===== src/rtl/mem_access_unit.sv =====
// Memory-stage load/store engine: req/addr_ok/data_ok bus master with alignment checks and load extension.
// Optional MEM_TIMEOUT_EN: aborts a transaction stuck in REQ/WAIT after TIMEOUT cycles and pulses bus_err.
module mem_access_unit #(
  parameter int ADDR_W  = 32,
  parameter int TIMEOUT = 255
) (
  input  logic              clk,
  input  logic              rst,
  input  logic              validM,
  input  logic [5:0]        opM,
  input  logic [31:0]       aluoutM,
  input  logic [31:0]       writedataM,
  output logic [31:0]       readdataM,
  output logic              stall_mem,
  output logic              adel,
  output logic              ades,
  output logic [31:0]       badvaddr,
  output logic              bus_err,
  output logic              data_req,
  output logic              data_wr,
  output logic [3:0]        data_be,
  output logic [ADDR_W-1:0] data_addr,
  output logic [31:0]       data_wdata,
  input  logic              data_addr_ok,
  input  logic              data_data_ok,
  input  logic [31:0]       data_rdata
);

  localparam logic [5:0] OP_LB  = 6'h20;
  localparam logic [5:0] OP_LH  = 6'h21;
  localparam logic [5:0] OP_LW  = 6'h23;
  localparam logic [5:0] OP_LBU = 6'h24;
  localparam logic [5:0] OP_LHU = 6'h25;
  localparam logic [5:0] OP_SB  = 6'h28;
  localparam logic [5:0] OP_SH  = 6'h29;
  localparam logic [5:0] OP_SW  = 6'h2B;

  typedef enum logic [1:0] {IDLE, REQ, WAIT, DONE} state_t;

  state_t      state, state_nxt;
  logic        is_load, is_store, misaligned, start, done_ok, timeout;
  logic [3:0]  be_nxt;
  logic [31:0] wdata_nxt;
  logic [5:0]  op_q;
  logic [31:0] vaddr_q;
  logic [7:0]  rbyte;
  logic [15:0] rhalf;
  logic [31:0] load_val;

  always_comb begin
    is_load    = validM && (opM inside {OP_LB, OP_LH, OP_LW, OP_LBU, OP_LHU});
    is_store   = validM && (opM inside {OP_SB, OP_SH, OP_SW});
    misaligned = 1'b0;
    case (opM)
      OP_LH, OP_LHU, OP_SH: misaligned = aluoutM[0];
      OP_LW, OP_SW:         misaligned = |aluoutM[1:0];
      default:              misaligned = 1'b0;
    endcase
    start = (state == IDLE) && (is_load || is_store) && !misaligned;
  end

  // Store lanes: data is replicated so the selected byte enables pick the right copy.
  always_comb begin
    be_nxt    = 4'hF;
    wdata_nxt = 32'h0;
    case (opM)
      OP_SB: begin
        be_nxt    = 4'b0001 << aluoutM[1:0];
        wdata_nxt = {4{writedataM[7:0]}};
      end
      OP_SH: begin
        be_nxt    = aluoutM[1] ? 4'b1100 : 4'b0011;
        wdata_nxt = {2{writedataM[15:0]}};
      end
      OP_SW:   wdata_nxt = writedataM;
      default: be_nxt    = 4'hF;
    endcase
  end

  assign done_ok = ((state == REQ) && data_addr_ok && data_data_ok) ||
                   ((state == WAIT) && data_data_ok);

`ifdef MEM_TIMEOUT_EN
  localparam int CNT_W = $clog2(TIMEOUT + 1);
  logic [CNT_W-1:0] cnt;
  logic             bus_err_q;

  assign timeout = ((state == REQ) || (state == WAIT)) && (cnt == CNT_W'(TIMEOUT - 1));
  assign bus_err = bus_err_q;

  always_ff @(posedge clk) begin
    if (rst) begin
      cnt       <= '0;
      bus_err_q <= 1'b0;
    end else begin
      if (start) cnt <= '0;
      else if ((state == REQ) || (state == WAIT)) cnt <= cnt + 1'b1;
      bus_err_q <= timeout && !done_ok;
    end
  end
`else
  logic unused_timeout;
  assign unused_timeout = (TIMEOUT == 0);
  assign timeout        = 1'b0;
  assign bus_err        = 1'b0;
`endif

  always_comb begin
    state_nxt = state;
    data_req  = 1'b0;
    stall_mem = 1'b0;
    adel      = 1'b0;
    ades      = 1'b0;
    case (state)
      IDLE: begin
        if (start) begin
          state_nxt = REQ;
          stall_mem = 1'b1;
        end else if (misaligned) begin
          adel = is_load;
          ades = is_store;
        end
      end
      REQ: begin
        data_req  = 1'b1;
        stall_mem = 1'b1;
        if (data_addr_ok && data_data_ok) state_nxt = DONE;
        else if (timeout)                 state_nxt = DONE;
        else if (data_addr_ok)            state_nxt = WAIT;
      end
      WAIT: begin
        stall_mem = 1'b1;
        if (data_data_ok || timeout) state_nxt = DONE;
      end
      DONE:    state_nxt = IDLE;
      default: state_nxt = IDLE;
    endcase
    if (rst) begin
      data_req  = 1'b0;
      stall_mem = 1'b0;
      adel      = 1'b0;
      ades      = 1'b0;
    end
  end

  // Extraction uses the offset/opcode captured at issue, not the live M-stage inputs.
  always_comb begin
    rbyte = data_rdata[7:0];
    case (vaddr_q[1:0])
      2'd0: rbyte = data_rdata[7:0];
      2'd1: rbyte = data_rdata[15:8];
      2'd2: rbyte = data_rdata[23:16];
      2'd3: rbyte = data_rdata[31:24];
      default: rbyte = data_rdata[7:0];
    endcase
    rhalf    = vaddr_q[1] ? data_rdata[31:16] : data_rdata[15:0];
    load_val = data_rdata;
    case (op_q)
      OP_LB:   load_val = {{24{rbyte[7]}}, rbyte};
      OP_LBU:  load_val = {24'h0, rbyte};
      OP_LH:   load_val = {{16{rhalf[15]}}, rhalf};
      OP_LHU:  load_val = {16'h0, rhalf};
      default: load_val = data_rdata;
    endcase
  end

  always_ff @(posedge clk) begin
    if (rst) begin
      state      <= IDLE;
      op_q       <= 6'h0;
      vaddr_q    <= 32'h0;
      data_wr    <= 1'b0;
      data_be    <= 4'h0;
      data_addr  <= '0;
      data_wdata <= 32'h0;
      readdataM  <= 32'h0;
      badvaddr   <= 32'h0;
    end else begin
      state <= state_nxt;
      if (start) begin
        op_q       <= opM;
        vaddr_q    <= aluoutM;
        data_wr    <= is_store;
        data_be    <= be_nxt;
        data_addr  <= ADDR_W'({aluoutM[31:2], 2'b00});
        data_wdata <= wdata_nxt;
      end
      if (done_ok && !data_wr) readdataM <= load_val;
      if (adel || ades)                  badvaddr <= aluoutM;
      else if (timeout && !done_ok)      badvaddr <= vaddr_q;
    end
  end

endmodule


===== config.mk =====
export PLATFORM = sky130hd
export DESIGN_NAME = mem_access_unit
export DESIGN_NICKNAME = d
export VERILOG_FILES = /design/src/rtl/mem_access_unit.sv
export SDC_FILE = /design/constraint.sdc
export NUM_CORES = 1
export LEC_CHECK = 0
export BUFFER_PORTS_ARGS = -buffer_cell sky130_fd_sc_hd__buf_2
export CAP_MARGIN = 20
export CORE_AREA = 2 2 167 120
export CTS_BUF_LIST = sky130_fd_sc_hd__clkbuf_2
export CTS_CLUSTER_DIAMETER = 50
export DETAILED_ROUTE_END_ITERATION = 10
export DIE_AREA = 0 0 169 122
export PLACE_DENSITY = 0.67
export SLEW_MARGIN = 30
export SYNTH_ARGS = -nofsm -noshare
export SYNTH_HDL_FRONTEND = slang
export SYNTH_SLANG_ARGS = --single-unit

===== constraint.sdc =====
create_clock -name clk -period 2.4 [get_ports clk]
set_clock_uncertainty 0.1 [all_clocks]
set_input_delay 0 -clock clk [delete_from_list [all_inputs] [get_ports clk]]
set_output_delay 0 -clock clk [all_outputs]
set_load 0.01 [all_outputs]

## Yosys cells after proc, flatten, opt, wreduce, memory -nomap -nowiden

Cells that the tools add are included.

| storage, ports and cells | value |
|---|---|
| flip-flop bits (word level) | 141 |
| bits in latches | 0 |
| bits in writable memories | 0 |
| memory bits (read-only) | 0 |
| input port bits | 107 |
| logic and storage cells | 79 |
| memories kept | 0 |

| cells by class | value |
|---|---|
| $add $sub $neg | 0 |
| $mul | 0 |
| div/mod/pow operators | 0 |
| $lt $le $gt $ge | 0 |
| equality and inequality tests | 21 |
| shifts and indexed selects | 1 |
| muxes and demuxes | 25 |
| bitwise logic cells | 0 |
| reduce and logical (&&, ||, !) cells | 23 |

Operator list:

| operator | number |
|---|---|
| case mux 32 bit (4 select lines) | 1 |
| case mux 32 bit (3 select lines) | 1 |
| == test 6 bit, second input constant | 12 |
| case mux 8 bit (4 select lines) | 1 |
| two-way mux 16 bit | 1 |
| two-way mux 1 bit | 12 |
| logical AND 1 bit | 9 |
| == test 2 bit, second input constant | 4 |
| two-way mux 2 bit | 4 |
| case mux 2 bit (4 select lines) | 1 |
| case mux 4 bit (2 select lines) | 1 |
| OR reduction 2 bit | 3 |
| nonzero test 5 bit | 1 |
| == test 2 x 1 -> 1 bit, second input constant | 2 |
| zero test 2 bit | 2 |
| two-way mux 4 bit | 1 |
| inequality test 2 bit, second input constant | 2 |
| case mux 1 bit (2 select lines) | 2 |
| left shift 1 x 2 -> 4 bit, first input constant | 1 |
| logical OR 1 bit | 3 |
| inequality test 3 x 2 -> 1 bit, second input constant | 1 |
| AND reduction 3 bit | 1 |
| nonzero test 3 bit | 1 |
| OR reduction 3 bit | 1 |
| zero test 1 bit | 2 |

## Longest topological paths before layout

Gate-level depths: netlist (run 1).

| logic depth | value |
|---|---|
| depth after elaboration | 10 |
| mapped depth | 8 |

## Worst setup path before layout (run 1)

OpenSTA, ideal clock, no wires.

| timing path | value |
|---|---|
| kind | flip-flop to flip-flop |
| from | reg state[1] |
| to | reg readdataM[20] |
| data arrival time | 1.685 ns |
| required time | 2.220 ns |
| path slack | 0.535 ns |
| cell stages (with the launch flop) | 9 |
| clock period less this slack | 1.865 ns |
| cell sequence | dfxtp_1 inv_1 ha_1 a21oi_1 nor3b_1 buf_2 clkbuf_1 nor2_1 a211oi_2 |

| on the way | value |
|---|---|
| cells in the longest elaborated chain, start to end | 5 |
| elaborated cells on any way between the ends | 7 |
| those cells by class | eq/ne: 2; reduce/logical: 5 |

Ends and longest elaborated chain:

| what | line | RTL |
|---|---|---|
| start, declared | 40 | `state_t state, state_nxt;` |
| start signal, assigned | 179 | `state <= state_nxt;` |
| == test 2 x 1 -> 1 bit | 80 | `assign done_ok = ((state == REQ) && data_addr_ok && data_data_ok) \|\|` |
| logical AND 1 bit (2 in a row) | 80 |  |
| logical OR 1 bit * | 80 |  |
| logical AND 1 bit * | 188 | `if (done_ok && !data_wr) readdataM <= load_val;` |
| end signal, assigned | 188 |  |
| end, declared | 13 | `output logic [31:0] readdataM,` |

Mark *: on every way between the ends. The rest lies on a longest branch, timed or not.
A chain may end at the register's enable or synchronous reset.

## Final worst setup path (run 1)

| timing path | value |
|---|---|
| from | in opM[5] |
| to | reg data_wdata[29] |

| on the way | value |
|---|---|
| cells in the longest elaborated chain, start to end | 6 |
| elaborated cells on any way between the ends | 20 |
| those cells by class | eq/ne: 8; mux: 2; reduce/logical: 10 |

Ends and longest elaborated chain:

| what | line | RTL |
|---|---|---|
| start, declared | 10 | `input logic [5:0] opM,` |
| == test 6 bit (on tied branches) | -- |  |
| nonzero test 5 bit / nonzero test 3 bit (equally long branches) | 51, 52 |  |
| logical AND 1 bit (on tied branches) | 51, 52 |  |
| logical OR 1 bit | 59 | `start = (state == IDLE) && (is_load \|\| is_store) && !misaligned;` |
| logical AND 1 bit (2 in a row) | 59 |  |
| end signal, assigned | 186 | `data_wdata <= wdata_nxt;` |
| end, declared | 23 | `output logic [31:0] data_wdata,` |

Parallel ways exist; a longest one is shown, timed or not.

==> metrics list, run 1 <==
* Critical path start-end classification: input port to flip-flop
* Total of buffers placed on input and output ports: 241
* Antenna cell count: 0
- In the finished design, the share of the clock period the worst path needs comes to 99.3%.
- The routed layout has 8036 vias.
- For this block, the routed nets add up to 27200 um of wire.
* Highest clock rate: 0.420 GHz
- Core area: 0.0193 mm^2
- Slew at the pin closest to its max-slew limit: 1010 ps
- Detailed placement ended at an HPWL of 15700 um.
- Power spread over the standard cell area amounts to 573 mW/mm^2.
* Slew Limit Headroom: 32.8%
- The largest total area in the synthesized netlist belongs to dfxtp_1.
* Number of cells after detailed placement: 1217
- Clock transition at path regs: 260 ps
* Number of antenna violations at the first check in global routing: 0
* Die height: 122 um
* Total power after layout: 5950 uW
- Number of buffers on the longest clock path: 2
- For this design the static power due to leakage is 0.00423 uW.
- Share of synthesized area occupied by flip-flops and latches: 43.3%
- CTS buffer count: 17
* Number of instances in the synthesized netlist: 781
- I/O pins: 245
* Area of all placed cells without fillers: 0.0104 mm^2
- Share of final-layout standard cells stronger than drive strength 1: just under 30%
* Detailed router's first-iteration violation count: around 650
- Largest cells by area after synthesis: dfxtp_1 (43%), a21oi_1 (10%), o21ai_0 (6.1%)
* Gr usage total: 25.1%
* Number of failing hold endpoints at the final stage: 0
* Largest net degree at the start of global routing: 91
- Instance area at placement: 0.00799 mm^2
* Endpoint type of the worst setup path: flip-flop
- TritonCTS built the clock tree.
* DRT antenna net count: 0
- Insertion delay to the later sink of the worst-skew pair: 690 ps
* Cell at the root of the clock tree: clkbuf_2
- WL/cell: 18.7 um
- After floorplanning, the core was divided into 43 placement rows.
- After detailed routing, the number of vias per cell comes to 5.52.
* HP Class: input port to flip-flop
- Total Neg Setup Slack: 0 ps
- Effective utilization at floorplan: between 30% and 40%
- For this run, the share of the core covered by cells in the final layout is 53.9%.
- Count of max-cap constraint violations: 0
- Subtracting the final worst setup slack from the clock period gives 2380 ps.
- Final std cells w/o fill: 1456
* Status: complete, no violations
- After filler insertion, the fill cell instance count of the layout stands at 1739.
- For the worst setup path, the data required time is 2960 ps.
* Peak supply drop: 317 uV
- The first global-routing pass estimated between 40000 and 50000 um of wire.
* Clock sink count: 141
* Area grow syn2layout: 59.3%
- The first TritonRoute pass finished after 6 iterations.
- Die Span X: 169 um
- For this run, the leading register cell type out of synthesis is dfxtp_1.
- The number of global-route vias before repair was 7583.
- Endpoint arrival time on the critical path: 2940 ps
- Final setup violation count: 0
- Startpoint type of the worst setup path: input port
* Most common cell after layout, fill and taps aside: buf_2
- In this run the worst path has a maximum fanout of 12.
- Residual DRC count: 0
- Synthesis warning total: 0
- The net count of the finished layout is 1309.
* GR Overflow Total: 0
* H-tree levels: 4
- Average cell area after synthesis: 8.35 um^2
- Final count of pins violating max slew: 0
- Synthesis-stage register bit count: 141
- Most frequent cells in the layout: buf_2 (241), dlygate4sd3_1 (196), dfxtp_1 (139)
- Post-synthesis cell area: 0.00652 mm^2
- Placer's final routability congestion estimate: approximately 0.85
- Proportion of netlist area held by the largest area contributor: 43.3%
- Post-synth EDFFs: 0
- Die Footprint: 0.0206 mm^2
- Yosys mapped the design onto 55 distinct sky130hd cell types.
* Async set-or-reset flop fraction in the synthesized netlist: 0%
-- where the power goes --
| part | switching [uW] | internal (uW) |
|---|---|---|
| Sequential | 113 | 2530 |
| Combinational | 1020 | 868 |
| Clock | 936 | 480 |
-- flip-flops by register name (all words and copies together) (netlist names) --
signal and cells:
data_wr 1, data_wdata 32, state 2, data_addr 30, vaddr_q 2, data_be 4
readdataM 32, op_q 6, badvaddr 32
-- layout make-up --
| type | count | area (um^2) | area share [%] |
|---|---|---|---|
| Timing Repair Buffer | 478 | 3560 | 34.3 |
| Multi-Input combinational cell | 540 | 3380 | 32.6 |
| Sequential cell | 141 | 2830 | 27.3 |
| Tap cell | 247 | 309 | 2.98 |
| Clock inverter | 11 | 120 | 1.16 |
| Clock buffer | 20 | 100 | 0.964 |
| Inverter | 19 | 76.3 | 0.735 |
-- cell usage after synthesis, drive strengths merged (3+ instances only) --
cell type,count
dfxtp,141
a21oi,132
o21ai,80
nand3,68
a211oi,57
clkbuf,55
nor2,45
nand2,34
buf,28
inv,19
a22oi,17
o22ai,16
mux2i,10
nor3,10
mux4,8
nand4,8
a221oi,5
a311oi,5
ha,5
nand2b,4
nor2b,4
nor3b,4
nor4b,3
-- stage by stage --
step,hold WS (ps),setup slack [ps]
6_report,67.7,17.0
5_1_grt,13.3,-8.49
4_1_cts,4.43,34.8
3_5_place_dp,174,260
3_3_place_gp,167,364
2_1_floorplan,-45.9,535
-- path summary, 6_finish.rpt --
kind / slack [ps] / from / cells after the start / endpoint
worst max-delay path: 20 / opM[5] / 9 / data_wdata[29]
worst min-delay path: 70 / opM[4] / 5 / data_addr[19]
worst max register to register: 50 / state[1] / 9 / data_wdata[5]
worst min register to register: 370 / readdataM[15] / 2 / readdataM[15]
-- worst max-delay path: stages --
cell	delay, ps
dlygate4sd3_1	540
buf_2	160
nand4b_4	170
dlygate4sd3_1	630
nor3b_2	260
clkbuf_4	290
a21oi_1	90
dlygate4sd3_1	570
a211oi_1	220
-- per-layer routing --
metal  routed length, um  part of all wire (%)  global-route usage, %  vias up
met4                 522                   1.9                   7.59        0
met5                   0                     0                      0        -
met2               12300                    45                   39.8      444
li1                    -                     -                      -     3721
met3                2380                   8.8                   6.92       58
met1               11900                    44                   33.6     3813
-- what timing repair did --
item | in CTS | in global routing
buffers inserted | 5 | 3
cloned | 1 | 2
gates resized for setup | 8 | 14
hold buffers | 192 | 5
endpoints found under the hold margin | 141 | 16
setup endpoints to repair | 3 | 20
pin swaps | 3 | 5
-- logic make-up after synthesis --
kind of cell	count (synthesis)	share of synthesized area, %
other	1	0.0575
adder cells (fa/ha/maj)	5	0.960
AO/OA/AOI/OAI	324	30.3
AND/OR/NAND/NOR	189	14.3
multiplexers	19	4.47
flip-flops	141	43.3
buffers and inverters	102	6.60
Note: power is estimated with default switching activity, not from simulation.
==> inputs of run 2 (changes only) <==
--- a/config.mk
+++ b/config.mk
@@ -12,6 +12,7 @@
 export CTS_CLUSTER_DIAMETER = 50
 export DETAILED_ROUTE_END_ITERATION = 10
 export DIE_AREA = 0 0 169 122
+export GPL_TIMING_DRIVEN = 0
 export PLACE_DENSITY = 0.67
 export SLEW_MARGIN = 30
 export SYNTH_ARGS = -nofsm -noshare
==> constraint.sdc (replaced) <==
create_clock -name clk -period 2.6 [get_ports clk]
set_clock_uncertainty 0.1 [all_clocks]
set_input_delay 0 -clock clk [delete_from_list [all_inputs] [get_ports clk]]
set_output_delay 0 -clock clk [all_outputs]
set_load 0.01 [all_outputs]
==> run 2 against run 1 <==
Sequential cell count unchanged. Hold slack better by 12 ps. Die area unchanged. Sequential share of layout area down 0.33 points. Cell area up 1.1%. Clock-buffer cell count down 3. Combinational power down 9%. Routed wire length up 4.8%. Critical path depth unchanged. Sequential power down 8.3%. Global-route usage up 1.7 points. Cell count up 3.8%.
==> metrics list, run 2 (synthesis results as in run 1) <==
- The run finished with clean final reports.
- GR Overflow Total: 0
- The die is 122 um tall.
- During placement, the flow inserted port buffers numbering 240.
* Met3 wirelength from detailed routing: 2770 um
* Clock period minus final worst setup slack: 2570 ps
- CTS placed an instance of clkbuf_2 at the clock tree root.
- Measured against its own limit, the worst slew margin works out to between 40 and 50%.
- Sw Ratio: 34.9%
- After detailed routing, the total wire length is 28500 um.
- In this run the critical register-to-register path is launched from op_q[1].
- Critical path start-end classification: input port to flip-flop
- Final std cells w/o fill: 1511
- Dividing the detail-routed wire length by the instance count gives approximately 19 um.
* Area of all placed cells without fillers: ~0.010 mm^2
* Hold Path End: data_wdata[19]
* Post-route met1 wirelength: ~12000 um
- Number of placement rows: 43
- TritonRoute pass-1 iters: 6
* Most frequent cells in the layout: buf_2 (256), dlygate4sd3_1 (207), dfxtp_1 (139)
* Total via count in the routed design: 8269
- The worst hold path was traced through 4 stages.
- Post-layout nets: 1363
- The tightest hold path in the finished design has a slack of 79.8 ps.
* Biggest regs: badvaddr (32), data_wdata (32), readdataM (32)
- Number of antenna violations at the first check in global routing: 0
* Residual DRC count: 0
- DRT antenna net count: 0
* Maximum fanout along the worst path: 10
- H-tree levels: 4
* Startpoint type of the worst setup path: input port
- Top routing layer in use: met4
- In the detailed route, the total length drawn on met2 is 12700 um.
- Once the floorplan was initialized, standard cells occupied 33.8% of the core.
* Global-route wire length before repair: 43400 um
- The number of global-route vias before repair was 8156.
- In the routed layout, each cell is associated on average with a via count of 5.47.
* Highest clock rate: between 0.3 and 0.4 GHz
* TritonCTS clock tree: done
* Number of failing hold endpoints at the final stage: 0
- Endpoint type of the worst setup path: flip-flop
- Endpoint arrival time on the critical path: 3130 ps
* Clock transition at path regs: between 200 and 300 ps
* Total power after layout: roughly 5700 uW
* Largest net degree at the start of global routing: 19
- Setup violations remaining at the end of the flow were counted as 0.
- Power spread over the standard cell area amounts to between 500 and 600 mW/mm^2.
- Insertion delay to the later sink of the worst-skew pair: 710 ps
* HP Class: input port to flip-flop
* Slew at the pin closest to its max-slew limit: 770 ps
- Die Footprint: between 0.02 and 0.025 mm^2
- Share of final-layout standard cells stronger than drive strength 1: roughly 27%
- Instance area at placement: 0.00804 mm^2
* CTS buffer count: 17
- The clock passes through at most 2 buffers.
- Setup repair after global routing missed its margin: yes
* FF-to-FF path depth: 6
- The repair_antennas step left the layout with diodes totalling 0.
- Count of max-cap constraint violations: 0
* Switching power summed over all nets: between 2000 and 2500 uW
- Clock sink count: 141
* Part of the total power dissipated in the clock network: 27.8%
- Final worst-path cycle share: 98.7%
- In this run the most critical hold path is launched from writedataM[19].
- Placed wire-length estimate: 18400 um
- For this block, the initial DRC count from the detailed router was 892.
- Required time of the critical path: between 3000 and 4000 ps
- 245 I/O pins were placed.
- Sequential cells account for 42.2% of the total power.
- Core area: 0.0193 mm^2
- The die is 169 um wide.
* Terminus of the critical flop-to-flop path: readdataM[3]
* Final count of pins violating max slew: 0
- The internal power of the cells totals 3730 uW.
- In this run the static leakage power is about 0.0043 uW.
* Relative contribution of combinational cells to total power: a little under a third
- Setup slack on the worst reg-to-reg path comes out at 130 ps.
- Area grow syn2layout: 61.1%
* Number of cells after detailed placement: 1270
- Global routing used 26.8% of the available tracks across all layers.
- Most common cell after layout, fill and taps aside: buf_2
* Placer's final routability congestion estimate: 0.864
* Peak supply drop: 266 uV
## run 2: cell types whose count changed in the layout (fill, tap and decap cells not counted), sizes merged
cell,change
clkbuf,+52
buf,-11
dlygate4sd3,+11
inv,+4
bufinv,+2
clkinv,-2
bufbuf,-1
## run 2: power groups by stage
stage,registers [uW],clock network [uW],logic [uW]
after global placement,2450,0,1340
after floorplan,2520,0,760
after CTS,2410,1610,1620
after detailed placement,2460,0,1360
final,2420,1590,1720
after global routing,2440,1710,1860
## run 2: timing repair
| action | 4_1_cts | 5_1_grt |
|---|---|---|
| hold buffers | 205 | 2 |
| pin swaps | 1 | 2 |
| endpoints found under the setup margin | 3 | 29 |
| buffers inserted | 1 | 2 |
| resized for setup | 4 | 19 |
| hold endpoints to repair | 139 | 2 |
## run 2: routing by layer
metal  GRT usage [%]  vias up
met5               0        -
met4            8.12        0
met3            7.83       69
met2            42.4      491
met1            35.6     3892
li1                -     3817
## run 2: worst max path at each step
| stage | from | to | slack (ps) | cells after the start |
|---|---|---|---|---|
| after detailed placement | state[1] | readdataM[28] | 260 | 8 |
| after global placement | state[1] | readdataM[15] | 260 | 8 |
| after CTS | state[0] | stall_mem | 30 | 8 |
| after global routing | state[0] | stall_mem | -20 | 8 |
| final | opM[4] | data_wdata[13] | 30 | 9 |
| after floorplan | state[1] | readdataM[20] | 730 | 8 |
## run 2: cell type report
cell class	count	area [um^2]
Fill cell	1782	8760
Multi-Input combinational cell	540	3330
Timing Repair Buffer	450	3300
Sequential cell	141	2830
Buffer	82	367
Tap cell	247	309
Clock inverter	15	210
Clock buffer	17	85.1
Inverter	19	71.3
## run 2: through the flow
stage	setup TNS (ps)	util, %	setup WS [ps]
3_5_place_dp	0	41.8	256
2_1_floorplan	0	-	735
5_1_grt	-20.9	54.5	-20.9
4_1_cts	0	54.0	32.6
3_3_place_gp	0	41.7	257
6_report	0	54.5	33.2
## run 2: critical path, stage by stage
cell and delay [ps]:
dlygate4sd3_1 540, buf_2 150, nand4b_2 270, dlygate4sd3_1 650, nor3b_4 310, buf_2 280, a21oi_1 100, dlygate4sd3_1 570
a211oi_1 270
==> inputs of run 3 (changes only) <==
--- a/config.mk
+++ b/config.mk
@@ -7,13 +7,15 @@
 export LEC_CHECK = 0
 export BUFFER_PORTS_ARGS = -buffer_cell sky130_fd_sc_hd__buf_2
 export CAP_MARGIN = 20
+export CELL_PAD_IN_SITES_DETAIL_PLACEMENT = 1
+export CELL_PAD_IN_SITES_GLOBAL_PLACEMENT = 1
 export CORE_AREA = 2 2 167 120
 export CTS_BUF_LIST = sky130_fd_sc_hd__clkbuf_2
 export CTS_CLUSTER_DIAMETER = 50
 export DETAILED_ROUTE_END_ITERATION = 10
 export DIE_AREA = 0 0 169 122
 export GPL_TIMING_DRIVEN = 0
-export PLACE_DENSITY = 0.67
+export PLACE_DENSITY = 0.86
 export SLEW_MARGIN = 30
 export SYNTH_ARGS = -nofsm -noshare
 export SYNTH_HDL_FRONTEND = slang
==> run 3 against run 2 <==
Hold slack worse by 34 ps. Clock power is 6% higher. Global-route usage is 5.3 points higher. First-iteration DRC count fell by 0.56%. Die area did not move. Via count rose by 5.0%. Non-clock buffer count is 16 lower. Combinational power rose by 5%. Sequential cell count is the same. Fmax down 0.75%. Core utilization decreased by 0.57 points. Routed wire length is 22% higher. Critical endpoint is now data_wr.
==> metrics list, run 3 (synthesis results as in run 1) <==
- Setup violations remaining at the end of the flow were counted as 0.
- In the routed layout, each cell is associated on average with a via count of approximately 5.8.
- Buffers and inverters on the worst path: 4
* Worst slack at placement: 221 ps
* Number of placement rows: 43
* Sw Ratio: between 30% and 40%
- The congestion estimate from routability-driven global placement came to between 0.8 and 0.9.
- Share of final-layout standard cells stronger than drive strength 1: between 20% and 30%
- TritonCTS clock tree: done
- Measured along the y axis, the die boundary spans about 120 um.
- On the critical path the largest part of the delay comes from buffers and inverters.
- Most common cell after layout, fill and taps aside: buf_2
- Total length of routed wires: 34800 um
- Number of failing hold endpoints at the final stage: 0
* Largest net degree at the start of global routing: 18
- TritonCTS created 17 clock buffers.
- Highest clock rate: 0.387 GHz
- After layout, the worst setup slack is 14.0 ps.
- Placed wire-length estimate: 20200 um
* Clock period minus final worst setup slack: about 2600 ps
- The longest clock path from root to sink contains 2 buffers.
- After detailed routing, the average wire length per cell comes to 23.2 um.
- Required time of the critical path: 3220 ps
* Status: complete, no violations
- Clock sink count: 141
* Top cell by count, worst path: dlygate4sd3_1
- Critical path's slowest cell: dlygate4sd3_1
- In this run the worst hold path is classified as input port to flip-flop.
- Slew Limit Headroom: 48.7%
- I/O pins: 245
- The number of slew-limit violations in the final report came to 0.
- Die Footprint: 0.0206 mm^2
- Number of global-route vias before repair: 8944
- The detailed router placed 8680 vias in this run.
* DRT antenna net count: 0
* Switching power summed over all nets: 2130 uW
- For the pin with the worst max-slew slack, the measured transition is about 770 ps.
- Critical path start-end classification: input port to flip-flop
- Data arrives at the worst endpoint at approximately 3200 ps.
- Dividing total power by cell area gives a power density of 572 mW/mm^2.
- The worst setup path is captured at a flip-flop.
- IR analysis of the VDD net gives a maximum drop of 259 uV.
- P_leak: 0.00429 uW
* Gr usage total: 32.1%
- Die Span X: 169 um
- Cell at the root of the clock tree: clkbuf_2
* Insertion delay to the later sink of the worst-skew pair: 770 ps
- For this configuration, the core starts out at a cell density of 33.8%.
- After detailed placement, the total cell area comes to a little over 0.008 mm^2.
- Count of max-cap constraint violations: 0
- In the finished design, the share of the clock period the worst path needs comes to ~100%.
* Clock transition at path regs: 240 ps
- Max stage delay on crit path: 760 ps
* Startpoint type of the worst setup path: input port
- After routing the design area is 0.0104 mm^2.
- Global-route wire length before repair: 51100 um
* Total of buffers placed on input and output ports: 240
- The share of total power dissipated in the clock network is 28.5%.
* Internal power summed over all cells: about 3800 uW
- Area grow syn2layout: 59.4%
* Proportion of power drawn by flip-flops and latches: 41.1%
- For this run the aggregate overflow at the end of global routing stands at 0.
- Most frequent cells in the layout: buf_2 (253), dlygate4sd3_1 (192), dfxtp_1 (138)
- Cells along the critical path: dlygate4sd3_1 > buf_2 > nand4b_2 > dlygate4sd3_1 > o22ai_4 > dlygate4sd3_1 > o21ai_0 > a21oi_1
- The largest registers in the layout are badvaddr (32), data_wdata (32), readdataM (32).
- After the last flow step, the layout net total stands at 1347.
* Detailed router's first-iteration violation count: 887
- The initial antenna violation count was 2.
- The H-tree generated during clock tree synthesis spans 4 levels.
* Maximum fanout along the worst path: 8
* Relative contribution of combinational cells to total power: 30.4%
- The first detailed-routing pass ran for 5 iterations.
- Core area: 0.0193 mm^2
* Residual DRC count: 0
## run 3: cell count changes in the layout (fill, tap and decap cells not counted), sizes merged
cell and delta:
buf -3, diode +3, inv -4, clkinv +2
dlygate4sd3 -15, clkbuf +3, bufinv +1
## run 3: worst paths after layout
path | start | end | slack [ps] | cells after the start
max | opM[4] | data_wr | 10 | 8
max reg2reg | vaddr_q[1] | readdataM[3] | 30 | 6
min reg2reg | data_addr[25] | data_addr[25] | 390 | 2
min | writedataM[28] | data_wdata[28] | 50 | 4
## run 3: metrics by stage
step	total power, uW	TNS (ps)	cells	hold slack (ps)	util, %
final	5940	0	1498	46.0	53.9
after global routing	6160	-28.9	1497	-4.65	53.9
after CTS	5730	-50.2	1493	0.738	53.3
after detailed placement	3850	0	1270	174	41.8
after global placement	3800	0	1270	169	41.7
after floorplan	3280	0	783	-45.9	-
## run 3: routing by layer
metal  global-route usage, %  vias up  wire length, um
li1                        -     3797                -
met1                    38.9     4209            14300
met2                    54.3      551            16300
met3                    9.42      123             3060
met4                    12.2        0             1210
met5                       0        -                0
## run 3: final cells by class
class	count	area (um^2)
fillers	2347	8870
multi-input cells	540	3340
repair buffers	434	3140
flip-flops and latches	141	2830
plain buffers	82	384
well taps	247	309
clock inverters	14	218
clock buffers	18	90.1
inverters	19	73.8
diodes	3	7.51
## run 3: repair_timing
| action | in CTS | in global routing |
|---|---|---|
| setup endpoints to repair | 2 | 39 |
| pin swaps | 1 | 3 |
| resized for setup | 3 | 42 |
| hold buffers | 191 | 1 |
| endpoints found under the hold margin | 139 | 1 |
| buffers inserted | 1 | 1 |
## run 3: worst register-to-register path: stages (launching register included)
cell and delay (ps):
dfxtp_1 490, clkbuf_2 350, clkbuf_1 450, o22ai_2 160
a21oi_1 220, a211oi_1 100, dlygate4sd3_1 590
## run 3: power by group through the flow
stage               Combinational [uW]  Sequential [uW]  Clock, uW
finish                            1810             2440       1690
global route                      1920             2450       1790
CTS                               1630             2420       1680
detailed placement                1390             2460          0
global placement                  1350             2450          0
floorplan                          760             2520          0
